==> src/rtl/serial_adder_fsm_if.sv <==
// Valid/ready bundle between an operand producer, the bit-serial adder and the
// result consumer.
interface serial_adder_fsm_if #(
    parameter int unsigned WIDTH = 32
) ();

    logic             in_valid;
    logic             in_ready;
    logic [WIDTH-1:0] a;
    logic [WIDTH-1:0] b;
    logic             cin;
    logic             out_valid;
    logic             out_ready;
    logic [WIDTH-1:0] sum;
    logic             cout;
    logic             busy;

    modport master (
        output in_valid,
        output a,
        output b,
        output cin,
        output out_ready,
        input  in_ready,
        input  out_valid,
        input  sum,
        input  cout,
        input  busy
    );

    modport slave (
        input  in_valid,
        input  a,
        input  b,
        input  cin,
        input  out_ready,
        output in_ready,
        output out_valid,
        output sum,
        output cout,
        output busy
    );

endinterface

==> src/rtl/serial_adder_fsm.sv <==
// Bit-serial WIDTH-bit adder: one full-adder cell, LSB first, carry held in a
// register between bits; result returned through a valid/ready handshake.
module serial_adder_fsm #(
    parameter int unsigned WIDTH = 32
) (
    input  logic                clk,
    input  logic                rst_n,
    serial_adder_fsm_if.slave   bus
);

    localparam int unsigned    CW   = (WIDTH > 1) ? $clog2(WIDTH) : 1;
    localparam logic [CW-1:0]  LAST = CW'(WIDTH - 1);

    localparam logic [1:0] IDLE  = 2'd0;
    localparam logic [1:0] SHIFT = 2'd1;
    localparam logic [1:0] DONE  = 2'd2;

    logic [1:0]       state;
    logic [1:0]       state_nxt;
    logic             load_c;
    logic             step_c;
    logic             last_c;
    logic             drain_c;

    logic [WIDTH-1:0] sa;
    logic [WIDTH-1:0] sb;
    logic             carry;
    logic [CW-1:0]    cnt;
    logic [WIDTH-1:0] sum_q;
    logic             cout_q;
    logic             out_valid_q;
    logic             in_ready_q;
    logic             busy_q;

    logic             fa_s_c;
    logic             fa_co_c;

    // fulladderTP cell: the only arithmetic in the block
    always_comb begin : fulladder_tp
        fa_s_c  = sa[0] ^ sb[0] ^ carry;
        fa_co_c = (sa[0] & sb[0]) | (carry & (sa[0] ^ sb[0]));
    end

    always_ff @(posedge clk or negedge rst_n) begin
        if (!rst_n) begin
            state <= IDLE;
        end else begin
            state <= state_nxt;
        end
    end

    always_comb begin
        state_nxt = state;
        load_c    = 1'b0;
        step_c    = 1'b0;
        last_c    = 1'b0;
        drain_c   = 1'b0;
        case (state)
            IDLE: begin
                if (bus.in_valid) begin
                    load_c    = 1'b1;
                    state_nxt = SHIFT;
                end
            end
            SHIFT: begin
                step_c = 1'b1;
                if (cnt == LAST) begin
                    last_c    = 1'b1;
                    state_nxt = DONE;
                end
            end
            DONE: begin
                if (bus.out_ready) begin
                    drain_c   = 1'b1;
                    state_nxt = IDLE;
                end
            end
            default: begin
                state_nxt = IDLE;
            end
        endcase
    end

    // sa doubles as the sum shift register: its vacated top bit collects s
    always_ff @(posedge clk or negedge rst_n) begin
        if (!rst_n) begin
            sa     <= '0;
            sb     <= '0;
            carry  <= 1'b0;
            cnt    <= '0;
            sum_q  <= '0;
            cout_q <= 1'b0;
        end else if (load_c) begin
            sa    <= bus.a;
            sb    <= bus.b;
            carry <= bus.cin;
            cnt   <= '0;
        end else if (step_c) begin
            sa    <= {fa_s_c, sa[WIDTH-1:1]};
            sb    <= {1'b0, sb[WIDTH-1:1]};
            carry <= fa_co_c;
            cnt   <= cnt + CW'(1);
            if (last_c) begin
                sum_q  <= {fa_s_c, sa[WIDTH-1:1]};
                cout_q <= fa_co_c;
            end
        end
    end

    // Handshake flags registered from the next state so they track state exactly
    always_ff @(posedge clk or negedge rst_n) begin
        if (!rst_n) begin
            out_valid_q <= 1'b0;
            in_ready_q  <= 1'b1;
            busy_q      <= 1'b0;
        end else begin
            if (last_c) begin
                out_valid_q <= 1'b1;
            end else if (drain_c) begin
                out_valid_q <= 1'b0;
            end
            in_ready_q <= (state_nxt == IDLE);
            busy_q     <= (state_nxt == SHIFT);
        end
    end

    assign bus.in_ready  = in_ready_q;
    assign bus.busy      = busy_q;
    assign bus.out_valid = out_valid_q;
    assign bus.sum       = sum_q;
    assign bus.cout      = cout_q;

endmodule

==> src/flat_wrapper.sv <==
// flat-port wrapper written by rule: the top's interface ports become plain ports
module serial_adder_fsm_flat 
#(
    parameter int unsigned WIDTH = 32
)
  (clk, rst_n, bus_in_valid, bus_a, bus_b, bus_cin, bus_out_ready, bus_in_ready, bus_out_valid, bus_sum, bus_cout, bus_busy);
  serial_adder_fsm_if #(.WIDTH(WIDTH)) bus_i ();
  input  logic clk;
  input  logic rst_n;
  input wire logic [$bits(bus_i.in_valid)-1:0] bus_in_valid;
  input wire logic [$bits(bus_i.a)-1:0] bus_a;
  input wire logic [$bits(bus_i.b)-1:0] bus_b;
  input wire logic [$bits(bus_i.cin)-1:0] bus_cin;
  input wire logic [$bits(bus_i.out_ready)-1:0] bus_out_ready;
  output wire logic [$bits(bus_i.in_ready)-1:0] bus_in_ready;
  output wire logic [$bits(bus_i.out_valid)-1:0] bus_out_valid;
  output wire logic [$bits(bus_i.sum)-1:0] bus_sum;
  output wire logic [$bits(bus_i.cout)-1:0] bus_cout;
  output wire logic [$bits(bus_i.busy)-1:0] bus_busy;
  assign bus_i.in_valid = bus_in_valid;
  assign bus_i.a = bus_a;
  assign bus_i.b = bus_b;
  assign bus_i.cin = bus_cin;
  assign bus_i.out_ready = bus_out_ready;
  assign bus_in_ready = bus_i.in_ready;
  assign bus_out_valid = bus_i.out_valid;
  assign bus_sum = bus_i.sum;
  assign bus_cout = bus_i.cout;
  assign bus_busy = bus_i.busy;
  serial_adder_fsm #(.WIDTH(WIDTH)) u_core (.clk(clk), .rst_n(rst_n), .bus(bus_i));
endmodule
==> config.mk <==
export PLATFORM = sky130hd
export DESIGN_NAME = serial_adder_fsm_flat
export DESIGN_NICKNAME = d
export VERILOG_FILES = /design/src/rtl/serial_adder_fsm_if.sv /design/src/rtl/serial_adder_fsm.sv /design/src/flat_wrapper.sv
export SDC_FILE = /design/constraint.sdc
export NUM_CORES = 1
export LEC_CHECK = 0
export ABC_CLOCK_PERIOD_IN_PS = 1900
export BUFFER_PORTS_ARGS = -buffer_cell sky130_fd_sc_hd__buf_2
export CAP_MARGIN = 15
export CORE_UTILIZATION = 35
export CTS_CLUSTER_SIZE = 28
export DETAILED_ROUTE_END_ITERATION = 7
export PLACE_DENSITY_LB_ADDON = 0.2
export SLEW_MARGIN = 20
export SYNTH_ARGS = -nofsm -noshare
export SYNTH_HDL_FRONTEND = slang
export SYNTH_SLANG_ARGS = --single-unit
export TNS_END_PERCENT = 1
==> constraint.sdc <==
create_clock -name clk -period 1.9 [get_ports clk]
set_input_delay 0 -clock clk [delete_from_list [all_inputs] [get_ports clk]]
set_output_delay 0 -clock clk [all_outputs]
set_load 0.02 [all_outputs]
==> summary.md, run 1 <==
| Metric | Value |
|---|---|
| Number of warnings issued by yosys | `0` |
| Power share of the clock group | `between 20% and 30%` |
| Number of hold-slack violations in the final timing report | `0` |
| Overall power consumption | `around 8.7 mW` |
| CP Capture Point | `u_core.bus.sum[12]` |
| Register-to-Register Setup Slack | `between 100 and 150 ps` |
| 1st-iter DRT viols | `between 200 and 250` |
| Antenna cell count | `0` |
| Max-cap viol count | `0` |
| X dimension of the die | `118 um` |
| I/O Buffers | `~100` |
| DIE HEIGHT | `between 100 and 150 um` |
| Seq/Total Area, Yosys | `a little under three fifths` |
| Proportion of layout cells with a drive suffix above 1 | `between 30 and 40%` |
| Final Wtd Congestion | `slightly below 0.8` |
| Worst Path Max Fanout | `24` |
| Avg Cell Area, Syn | `about 12 sq um` |
| Register clock-pin slew on the reported worst setup and hold paths | `70 ps` |
| Final count of negative-setup-slack endpoints | `0` |
| Launch point of the critical path | `u_core.cnt[0]` |
| First-pass GRT wire length | `a little under 20 mm` |
| Number of vias per cell | `about 4.9` |
| TritonCTS sink count | `108` |
| Sequential Area | `roughly 2700 sq um` |
| Instance count of the mapped netlist | `approximately 410` |
| Area enclosed by the die boundary | `13900 sq um` |
| Combinational share of power | `between 30% and 40%` |
| Worst Setup Slack post-DPL | `~86 ps` |
| Reg-to-Reg Start | `u_core.cnt[0]` |
| Later-pin clock latency in the skew report | `about 350 ps` |
| Via count of the first global-routing pass | `around 3800` |
| Routed Antenna Nets | `0` |
| Largest stage delay on the critical path | `410 ps` |
| Internal power | `around 5.7 mW` |
| Core footprint | `around 13000 sq um` |
| H-Tree Level Count | `3` |
| Static leakage | `between 3 and 4 nW` |
| Critical Setup Path Class | `register to register` |
| Worst vdd ir | `approximately 0.00054 V` |
| Endpoint of the worst register-to-register path | `u_core.bus.sum[12]` |
| Total nets after synthesis | `between 400 and 500` |
| Endpoint kind of the worst setup timing path | `register` |
| Power density of the placed cells | `about 1400 nW/um^2` |
| Area of the multi-input gates | `1820 sq um` |
| Cell types occupying the most area after synthesis | `sky130_fd_sc_hd__dfrtp_1 (57%), sky130_fd_sc_hd__a22oi_1 (10%), sky130_fd_sc_hd__mux2_4 (9.2%)` |
| Final max-slew violation count | `0` |
| Initial Util | `a little over a third` |
| Unrepaired setup endpoints after global routing | `no` |
| Largest clock skew in the final design | `6.79 ps` |
| Global Route Usage Sum | `17.7%` |
| Initial antenna violation count | `0` |
| Headroom to the max-slew limit | `49.9%` |
| Required arrival time at the worst endpoint | `2140 ps` |
| Buffer cell driving the clock tree root | `sky130_fd_sc_hd__clkbuf_16` |
| Routed Wire Length | `roughly 11 mm` |
| Slew @ Worst Pin | `749 ps` |
| Post-route fraction of the period consumed by the critical path | `94.6%` |
| Part of the power in registers | `between 40% and 50%` |
| Leading cell type by number of instances after synthesis | `sky130_fd_sc_hd__dfrtp_1` |
| Register bit total from synthesis | `around 110` |
| Cell variety after synth | `30` |
| Cell with the most instances on the worst path | `sky130_fd_sc_hd__ha_1` |
| Estimated wirelength of the detail-placed design | `around 7.3 mm` |
| First-pass DRT Iterations | `4` |
| Switching fraction of total power | `approximately a third` |
| Worst path setup slack after routing | `approximately 100 ps` |
| Top cells by count, synth | `sky130_fd_sc_hd__dfrtp_1 (107), sky130_fd_sc_hd__nand2_1 (66), sky130_fd_sc_hd__a22oi_1 (63)` |
| Cell taking the most area after synthesis | `sky130_fd_sc_hd__dfrtp_1` |
| Status | `finished, final reports clean` |
| Buffer levels on the longest clock path | `2` |
| Maximum number of pins on one net before global-route repair | `54` |
| Average wire per standard cell | `about 15 um` |
| Final-layout fill cell count | `about 1200` |
| I/O pin count | `roughly 110` |
| Period minus WS final | `roughly 1800 ps` |
| Layout Area Growth over Synthesis | `35.7%` |
| CP delay by family, top | `adder cells` |
| Dominant synthesized flop cell | `sky130_fd_sc_hd__dfrtp_1` |
| R2R cell count | `6` |
| DRC violations left | `0` |
| Num rows | `42` |
| Crit path DAT | `2030 ps` |
| Critical Path Start Type | `register` |
| Number of gates on the worst path with buffers counted | `6` |
| Clock tree from TritonCTS | `done` |
| Number of buffers and inverters on the critical path | `1` |
| Cell Chain, Critical Path | `ha_1 -> and3_1 -> ha_1 -> nand2_4 -> buf_12 -> mux2_4` |
| Vias post-DR | `between 3000 and 4000` |
| Path category of the worst min-delay check | `input port to register` |
| Final Net Count | `roughly 640` |
| Top-area cell type share of the netlist area | `56.8%` |
| Switching power summed over all nets | `around 3.0 mW` |
| Leftover overflow at the end of global routing | `0` |
| Number of enable-type register cells in the synthesized netlist | `0` |
| Standard cell with the maximum stage delay on the critical path | `sky130_fd_sc_hd__dfrtp_1` |
| Synthesized area | `4720 sq um` |
| Final setup TNS | `0 ps` |
| Maximum achievable frequency | `approximately 0.56 GHz` |
| Number of clock buffers inserted by TritonCTS | `9` |
| Share of synthesized registers carrying an async set or reset | `100%` |
[timing repair]
action	in CTS	in global routing
setup endpoints to repair	0	1
gates resized for setup	0	1
buffers inserted	0	0
hold buffers	65	0
endpoints found under the hold margin	101	0
[flip-flops by register name, summed over array words and instances, names as in the netlist]
| name | cells |
|---|---|
| u_core.bus.sum | 32 |
| u_core.sa | 32 |
| u_core.sb | 32 |
| u_core.cnt | 5 |
| u_core.state | 2 |
| u_core.bus.busy | 1 |
| u_core.bus.cout | 1 |
| u_core.bus.in_ready | 1 |
| u_core.bus.out_valid | 1 |
| u_core.carry | 1 |
[cells in the final DEF (no fill, tap or decap), types with 2 or more instances in the layout]
master / instances
sky130_fd_sc_hd__dfrtp_1: 105
sky130_fd_sc_hd__buf_2: 103
sky130_fd_sc_hd__nand2_1: 66
sky130_fd_sc_hd__dlygate4sd3_1: 65
sky130_fd_sc_hd__a22oi_1: 63
sky130_fd_sc_hd__o21ai_0: 62
sky130_fd_sc_hd__mux2_4: 29
sky130_fd_sc_hd__buf_4: 10
sky130_fd_sc_hd__a21oi_1: 9
sky130_fd_sc_hd__clkbuf_16: 9
sky130_fd_sc_hd__nor2b_1: 6
sky130_fd_sc_hd__buf_12: 5
sky130_fd_sc_hd__o21ai_1: 4
sky130_fd_sc_hd__mux2_2: 4
sky130_fd_sc_hd__nor2_1: 3
sky130_fd_sc_hd__a22o_1: 3
sky130_fd_sc_hd__inv_1: 2
sky130_fd_sc_hd__nor2b_4: 2
sky130_fd_sc_hd__nand3_1: 2
sky130_fd_sc_hd__ha_1: 2
sky130_fd_sc_hd__clkinv_2: 2
sky130_fd_sc_hd__dfrtp_2: 2
[final cells by class]
| type | instances | area share [%] |
|---|---|---|
| flip-flops and latches | 108 | 42.3 |
| multi-input cells | 265 | 28.4 |
| repair buffers | 184 | 21.1 |
| clock buffers | 10 | 3.58 |
| well taps | 176 | 3.44 |
| clock inverters | 6 | 1.02 |
| inverters | 2 | 0.117 |
[routing by layer]
layer,routed length (um),up-vias,GRT usage (%)
met2,5380,86,28.3
met1,5480,1809,23.8
met5,0,-,0
met4,203,0,6.81
met3,415,14,3.15
li1,-,1786,-
[cell families (layout without fill, tap and decap cells)]
logic type	count (synthesis)	count (layout)	share of synthesized area [%]
buffers and inverters	36	202	4.46
adders and majority gates	3	3	0.955
muxes	34	34	10.4
AOI/OAI and AO/OA	143	143	19.0
and+or+nand+nor	85	85	7.88
DFF	108	108	57.3
[through the flow]
| stage | cells | hold WS, ps | util [%] | cell area (sq um) |
|---|---|---|---|---|
| 6_report | 751 | 8.27 | 48.5 | 6400 |
| 5_1_grt | 751 | 44.1 | 48.5 | 6400 |
| 4_1_cts | 751 | 0.608 | 48.5 | 6390 |
| 2_1_floorplan | 409 | -296 | - | 4720 |
| 3_5_place_dp | 670 | 22.1 | 41.3 | 5450 |
| 3_3_place_gp | 670 | 14.1 | 41.3 | 5450 |
[worst register-to-register path: stages (launching register included)]
cell,delay [ps]
sky130_fd_sc_hd__dfrtp_1,410
sky130_fd_sc_hd__ha_1,230
sky130_fd_sc_hd__and3_1,190
sky130_fd_sc_hd__ha_1,230
sky130_fd_sc_hd__nand2_4,90
sky130_fd_sc_hd__buf_12,210
sky130_fd_sc_hd__mux2_4,330
[worst min path at each step]
| stage | start | end | slack [ps] | depth (start not counted) |
|---|---|---|---|---|
| detailed placement | rst_n | u_core.sa[6] | 20 | 1 |
| floorplan | rst_n | u_core.bus.busy | -300 | 0 |
| global placement | rst_n | u_core.sa[6] | 10 | 1 |
| finish | bus_a[22] | u_core.sa[22] | 8 | 3 |
| CTS | bus_a[22] | u_core.sa[22] | 0.6 | 3 |
| global route | bus_a[22] | u_core.sa[22] | 40 | 3 |
[power by group through the flow]
stage	clock, mW	combinational, mW	sequential, mW
6_report	1.89	2.96	3.83
3_3_place_gp	0	2.81	3.84
3_5_place_dp	0	2.89	3.86
4_1_cts	1.95	2.99	3.82
5_1_grt	2.02	3.30	3.95
2_1_floorplan	0	1.79	4.01
Note: power is estimated with default switching activity, not from simulation.
==> run 2, diff against run 1 <==
Settings changed: HOLD_SLACK_MARGIN from default to 0.05, SLEW_MARGIN 20 to default.
==> run 2 against run 1 <==
Net effect: cell area increased by 0.16%; power about the same; sequential power about the same; cell count rose by 0.13%; worst setup slack worse by 7.6 ps; hold slack gained 77 ps; critical path type unchanged.
==> summary.md, run 2 (same netlist as run 1, synthesis figures left out) <==
| Metric | Value |
|---|---|
| Status | `finished, final reports clean` |
| Initial Util | `between 30% and 40%` |
| Path category of the worst min-delay check | `input port to register` |
| Worst vdd ir | `0.000535 V` |
| Core footprint | `13200 sq um` |
| Final cell utilization of the core | `48.6%` |
| Largest clock skew in the final design | `5.97 ps` |
| I/O pin count | `between 100 and 150` |
| Critical Path Start Type | `register` |
| First-pass GRT wire length | `slightly below 20 mm` |
| Slew @ Worst Pin | `between 700 and 800 ps` |
| Switching fraction of total power | `between 30 and 40%` |
| Routed Wire Length | `around 12 mm` |
| Global Route Usage Sum | `around 18%` |
| First-pass DRT Iterations | `4` |
| Final-layout fill cell count | `about 1200` |
| Estimated wirelength of the detail-placed design | `about 7.3 mm` |
| Most frequent standard cell in the layout excluding fill and tap cells | `sky130_fd_sc_hd__dfrtp_1` |
| Via count of the first global-routing pass | `3829` |
| Vias post-DR | `between 3000 and 4000` |
| Initial antenna violation count | `0` |
| Post-detailed-placement cell area | `approximately 5400 sq um` |
| Final count of negative-setup-slack endpoints | `0` |
| Maximum achievable frequency | `0.554 GHz` |
| Standard cell with the maximum stage delay on the critical path | `sky130_fd_sc_hd__dfrtp_1` |
| DRC violations left | `0` |
| CP delay by family, top | `adder cells` |
| Num rows | `42` |
| Number of clock buffers inserted by TritonCTS | `9` |
| Number of vias per cell | `4.94` |
| 1st-iter DRT viols | `213` |
| Max-cap viol count | `0` |
| H-Tree Level Count | `3` |
| Part of the power in registers | `44.1%` |
| Most frequent cells in the layout | `sky130_fd_sc_hd__dfrtp_1 (105), sky130_fd_sc_hd__buf_2 (103), sky130_fd_sc_hd__nand2_1 (66), sky130_fd_sc_hd__dlygate4sd3_1 (66), sky130_fd_sc_hd__a22oi_1 (63)` |
| Buffer cell driving the clock tree root | `sky130_fd_sc_hd__clkbuf_16` |
| Buffer levels on the longest clock path | `2` |
| Total non-filler cell area in the finished layout | `about 6400 sq um` |
| I/O Buffers | `104` |
| Headroom to the max-slew limit | `49.8%` |
| Proportion of layout cells with a drive suffix above 1 | `30.2%` |
| Maximum number of pins on one net before global-route repair | `54` |
| Clock tree from TritonCTS | `done` |
| Worst Path Max Fanout | `24` |
| Cell Chain, Critical Path | `ha_1 -> and3_1 -> ha_1 -> nand2_4 -> buf_12 -> mux2_4` |
| Combinational share of power | `between 30% and 40%` |
| Area enclosed by the die boundary | `13900 sq um` |
| Average wire per standard cell | `approximately 15 um` |
| TritonCTS sink count | `between 100 and 150` |
| Final Net Count | `approximately 640` |
| Largest stage delay on the critical path | `410 ps` |
| Final setup TNS | `0 ps` |
| X dimension of the die | `118 um` |
| Internal power | `about 5.7 mW` |
| Period minus WS final | `1810 ps` |
| Crit path DAT | `around 2000 ps` |
| Number of buffers and inverters on the critical path | `1` |
| Post-route fraction of the period consumed by the critical path | `between 90% and 100%` |
| Number of hold-slack violations in the final timing report | `0` |
| Antenna cell count | `0` |
| DIE HEIGHT | `between 100 and 150 um` |
| Required arrival time at the worst endpoint | `~2100 ps` |
| Layout Area Growth over Synthesis | `35.9%` |
| Switching power summed over all nets | `about 3.0 mW` |
| Routed Antenna Nets | `0` |
| Static leakage | `approximately 3.1 nW` |
| Register clock-pin slew on the reported worst setup and hold paths | `~70 ps` |
| Endpoint kind of the worst setup timing path | `register` |
| Final instance count without filler cells | `~750` |
| Buffers inserted during post-CTS setup optimization | `0` |
| Unrepaired setup endpoints after global routing | `no` |
| Final max-slew violation count | `0` |
| Cell with the most instances on the worst path | `sky130_fd_sc_hd__ha_1` |
| Power density of the placed cells | `1350 nW/um^2` |
| Post-route worst hold slack | `85.1 ps` |
| Critical Setup Path Class | `register to register` |
| Number of placed instances, taps included | `670` |
| Later-pin clock latency in the skew report | `between 300 and 400 ps` |
| Final Wtd Congestion | `0.771` |
| Power share of the clock group | `roughly 22%` |
| Leftover overflow at the end of global routing | `0` |
-- run 2: power by group through the flow --
stage	registers [mW]	logic (mW)	clock network (mW)
after floorplan	4.01	1.79	0
after global placement	3.84	2.81	0
after detailed placement	3.86	2.89	0
after CTS	3.82	2.99	1.95
after global routing	3.95	3.30	2.02
final	3.83	2.96	1.89
-- run 2: per-stage QoR --
| step | power [mW] | setup slack (ps) |
|---|---|---|
| after floorplan | 5.80 | 198 |
| after global placement | 6.64 | 112 |
| after detailed placement | 6.75 | 85.9 |
| after CTS | 8.76 | 72.2 |
| after global routing | 9.27 | 17.6 |
| final | 8.68 | 94.7 |
-- run 2: layer usage --
metal | GRT usage (%) | wire length [um] | share of wire, % | up-vias
li1 | - | - | - | 1786
met1 | 23.8 | 5570 | 48 | 1827
met3 | 3.15 | 385 | 3.3 | 18
met5 | 0 | 0 | 0 | -
met2 | 28.4 | 5380 | 47 | 86
met4 | 7.13 | 228 | 2.0 | 0
-- run 2: final timing paths --
kind / cells past startpoint / slack, ps / endpoint / startpoint
max: 6 / 90 / u_core.bus.sum[12] / u_core.cnt[0]
min: 4 / 90 / u_core.sb[29] / bus_b[29]
max reg2reg: 6 / 90 / u_core.bus.sum[12] / u_core.cnt[0]
min reg2reg: 2 / 480 / u_core.sb[12] / u_core.sb[12]
max in group asynchronous: 3 / 1030 / u_core.bus.in_ready / rst_n
min in group asynchronous: 2 / 160 / u_core.sa[6] / rst_n
-- run 2: final cells by class --
| cell class | count | area, sq um | area share [%] |
|---|---|---|---|
| Inverter | 2 | 7.51 | 0.117 |
| Sequential cell | 108 | 2710 | 42.2 |
| Tap cell | 176 | 220 | 3.44 |
| Clock inverter | 6 | 65.1 | 1.02 |
| Clock buffer | 10 | 229 | 3.57 |
| Timing Repair Buffer | 185 | 1360 | 21.3 |
| Multi-Input combinational cell | 265 | 1820 | 28.4 |
-- run 2: worst register-to-register path, stage by stage (launching register included) --
cell	delay (ps)
sky130_fd_sc_hd__dfrtp_1	410
sky130_fd_sc_hd__ha_1	230
sky130_fd_sc_hd__and3_1	190
sky130_fd_sc_hd__ha_1	230
sky130_fd_sc_hd__nand2_4	90
sky130_fd_sc_hd__buf_12	210
sky130_fd_sc_hd__mux2_4	330
-- run 2: timing repair --
item | CTS | global route
gates resized for setup | 0 | 1
hold endpoints to repair | 103 | 0
hold buffers | 66 | 0
endpoints found under the setup margin | 0 | 1
==> run 3, diff against run 2 <==
Settings changed: ABC_AREA from default to 1.
==> run 3 against run 2 <==
Net effect: combinational power is 3% lower; critical path depth stayed put; first-iteration DRC count is 40% higher; power is 4.4% lower; cell area is 1.6% lower; count of clock-buffer cells in the layout is 2 higher; global-route usage is 0.34 points lower; sequential power is 3% lower; routed wire length is 0.33% lower; largest power group unchanged.
==> summary.md, run 3 <==
| Metric | Value |
|---|---|
| Status | `finished, final reports clean` |
| Critical Path Start Type | `register` |
| Layout Area Growth over Synthesis | `33.4%` |
| Proportion of layout cells with a drive suffix above 1 | `19.0%` |
| Average wire per standard cell | `13.0 um` |
| Path category of the worst min-delay check | `input port to async pin` |
| Clock tree from TritonCTS | `done` |
| Final count of negative-setup-slack endpoints | `0` |
| Vias post-DR | `between 4000 and 5000` |
| Cell with the most instances on the worst path | `sky130_fd_sc_hd__nand2_1` |
| Final max-slew violation count | `0` |
| Buffer cell driving the clock tree root | `sky130_fd_sc_hd__clkbuf_16` |
| Final setup TNS | `0 ps` |
| Crit path DAT | `roughly 1900 ps` |
| Proportion of synthesized area in mux cells | `0%` |
| Area enclosed by the die boundary | `between 10000 and 15000 sq um` |
| Worst vdd ir | `slightly above 0.0005 V` |
| Complex-gate fraction of the synthesized area | `less than 1%` |
| H-Tree Level Count | `3` |
| TritonCTS sink count | `~110` |
| Seq/Total Area, Yosys | `57.2%` |
| CP delay by family, top | `buffers and inverters` |
| Initial Util | `about 36%` |
| Avg Cell Area, Syn | `about 8.6 sq um` |
| Final Net Count | `about 780` |
| Global Route Usage Sum | `between 10% and 20%` |
| Cell variety after synth | `19` |
| Most frequent standard cell in the layout excluding fill and tap cells | `sky130_fd_sc_hd__nand2_1` |
| Final-layout fill cell count | `1335` |
| Num rows | `42` |
| Headroom to the max-slew limit | `a little over half` |
| Leading cell type by number of instances after synthesis | `sky130_fd_sc_hd__nand2_1` |
| Static leakage | `3.27 nW` |
| Top-area cell type share of the netlist area | `between 50% and 60%` |
| Cell types occupying the most area after synthesis | `sky130_fd_sc_hd__dfrtp_1 (57%), sky130_fd_sc_hd__nand3_1 (17%), sky130_fd_sc_hd__nand2_1 (17%)` |
| Antenna cell count | `0` |
| Standard cell with the maximum stage delay on the critical path | `sky130_fd_sc_hd__dfrtp_1` |
| Worst Path Max Fanout | `104` |
| Final Wtd Congestion | `0.751` |
| Number of buffers and inverters on the critical path | `2` |
| Buffer levels on the longest clock path | `2` |
| Count of instances resized after the clock tree is built | `0` |
| Via count of the first global-routing pass | `a little over 4000` |
| Later-pin clock latency in the skew report | `between 300 and 400 ps` |
| Routed Wire Length | `between 10 and 15 mm` |
| Power density of the placed cells | `1310 nW/um^2` |
| Total nets after synthesis | `slightly above 600` |
| Instance count of the mapped netlist | `around 550` |
| Dominant synthesized flop cell | `sky130_fd_sc_hd__dfrtp_1` |
| DRC violations left | `0` |
| Largest clock skew in the final design | `around 11 ps` |
| Worst Setup Slack post-DPL | `241 ps` |
| Leftover overflow at the end of global routing | `0` |
| X dimension of the die | `~120 um` |
| Number of gates on the worst path with buffers counted | `6` |
| Largest stage delay on the critical path | `roughly 430 ps` |
| Critical Setup Path Class | `register to register` |
| First-pass GRT wire length | `a little under 20 mm` |
| Number of warnings issued by yosys | `0` |
| Routed Antenna Nets | `0` |
| Required arrival time at the worst endpoint | `2130 ps` |
| Fraction of the mapped netlist area in simple logic gates | `35.1%` |
| Period minus WS final | `roughly 1700 ps` |
| Initial antenna violation count | `0` |
| Number of vias per cell | `4.74` |
| Slew @ Worst Pin | `just over 700 ps` |
| DIE HEIGHT | `118 um` |
| Unrepaired setup endpoints after global routing | `no` |
| Number of hold-slack violations in the final timing report | `0` |
| Synthesized area | `4730 sq um` |
| Maximum achievable frequency | `0.585 GHz` |
| Post-route worst hold slack | `~58 ps` |
| I/O pin count | `roughly 110` |
| Xor-xnor portion of the synthesized cell area | `0%` |
| Top cells by count, synth | `sky130_fd_sc_hd__nand2_1 (210), sky130_fd_sc_hd__nand3_1 (165), sky130_fd_sc_hd__dfrtp_1 (107)` |
| Core footprint | `13200 sq um` |
| First-pass DRT Iterations | `4` |
| Number of clock buffers inserted by TritonCTS | `9` |
| R2R cell count | `6` |
| Register clock-pin slew on the reported worst setup and hold paths | `about 70 ps` |
| Max-cap viol count | `0` |
| Number of enable-type register cells in the synthesized netlist | `0` |
| Endpoint kind of the worst setup timing path | `register` |
| Most frequent cells in the layout | `sky130_fd_sc_hd__nand2_1 (210), sky130_fd_sc_hd__nand3_1 (165), sky130_fd_sc_hd__dfrtp_1 (107), sky130_fd_sc_hd__buf_2 (103), sky130_fd_sc_hd__dlygate4sd3_1 (68)` |
| Largest family of logic cells by synthesized area | `simple AND/OR/NAND/NOR gates` |
| Cell Chain, Critical Path | `nor2_4 -> buf_12 -> nand2_1 -> buf_4 -> nand2_1 -> nand2_1` |
| Cell taking the most area after synthesis | `sky130_fd_sc_hd__dfrtp_1` |
| Maximum number of pins on one net before global-route repair | `approximately 110` |
| Worst path setup slack after routing | `between 150 and 200 ps` |
| 1st-iter DRT viols | `298` |
| Adder-cell share of the synthesized area | `less than 1%` |
| I/O Buffers | `around 100` |
| Post-route fraction of the period consumed by the critical path | `89.9%` |
| Share of synthesized registers carrying an async set or reset | `100%` |
| Estimated wirelength of the detail-placed design | `between 7 and 8 mm` |
| Register bit total from synthesis | `around 110` |
-- run 3: stage by stage --
stage	utilization [%]	area, sq um	instances	power (mW)
floorplan	-	4730	549	5.76
global placement	40.7	5370	802	6.45
detailed placement	40.7	5370	802	6.57
CTS	47.8	6310	886	8.40
global route	47.8	6310	886	8.93
finish	47.8	6310	886	8.29
-- run 3: what timing repair did --
action                    4_1_cts  5_1_grt
hold endpoints to repair      178        0
setup buffers                   0        0
hold buffers                   68        0
-- run 3: worst paths after layout --
kind	end	start	slack (ps)
min reg2reg	u_core.bus.sum[17]	u_core.bus.sum[17]	470
max	u_core.bus.sum[14]	u_core.state[1]	190
max reg2reg	u_core.bus.sum[14]	u_core.state[1]	190
min	u_core.bus.sum[7]	rst_n	60
min in group clk	u_core.sb[31]	bus_b[31]	390
max in group asynchronous	u_core.sa[22]	rst_n	1230
-- run 3: cells by family (layout without fill, tap and decap cells) --
| group | Yosys count | count (layout) |
|---|---|---|
| buf+inv | 47 | 208 |
| simple gates | 384 | 384 |
| compound gates | 7 | 7 |
| flops | 108 | 108 |
| fa+ha+maj | 3 | 3 |
-- run 3: layout make-up --
class / count / area (sq um) / area share, %
clock buffers: 12 / 236 / 3.75
clock inverters: 4 / 20.0 / 0.317
inverters: 8 / 30.0 / 0.476
multi-input cells: 394 / 1740 / 27.6
flip-flops and latches: 108 / 2700 / 42.9
well taps: 176 / 220 / 3.49
repair buffers: 184 / 1360 / 21.5
-- run 3: worst reg2reg max path, delay by kind of cell (launching register included) --
kind | cells | cell delay (ps)
and+or+nand+nor | 4 | 570
DFF | 1 | 430
buffers and inverters | 2 | 590
-- run 3: report_power, final --
part	leakage (nW)	switching, mW	internal (mW)
registers	1.39	0.546	3.18
logic	1.75	1.77	1.11
clock network	0.130	0.809	0.883
-- run 3: routing by layer --
layer	vias to the layer above	track usage, %	part of all wire [%]
li1	2106	-	-
met1	1985	23.4	49
met2	99	28.6	46
met3	12	2.99	3.9
met4	0	5.29	1.2
met5	-	0	0
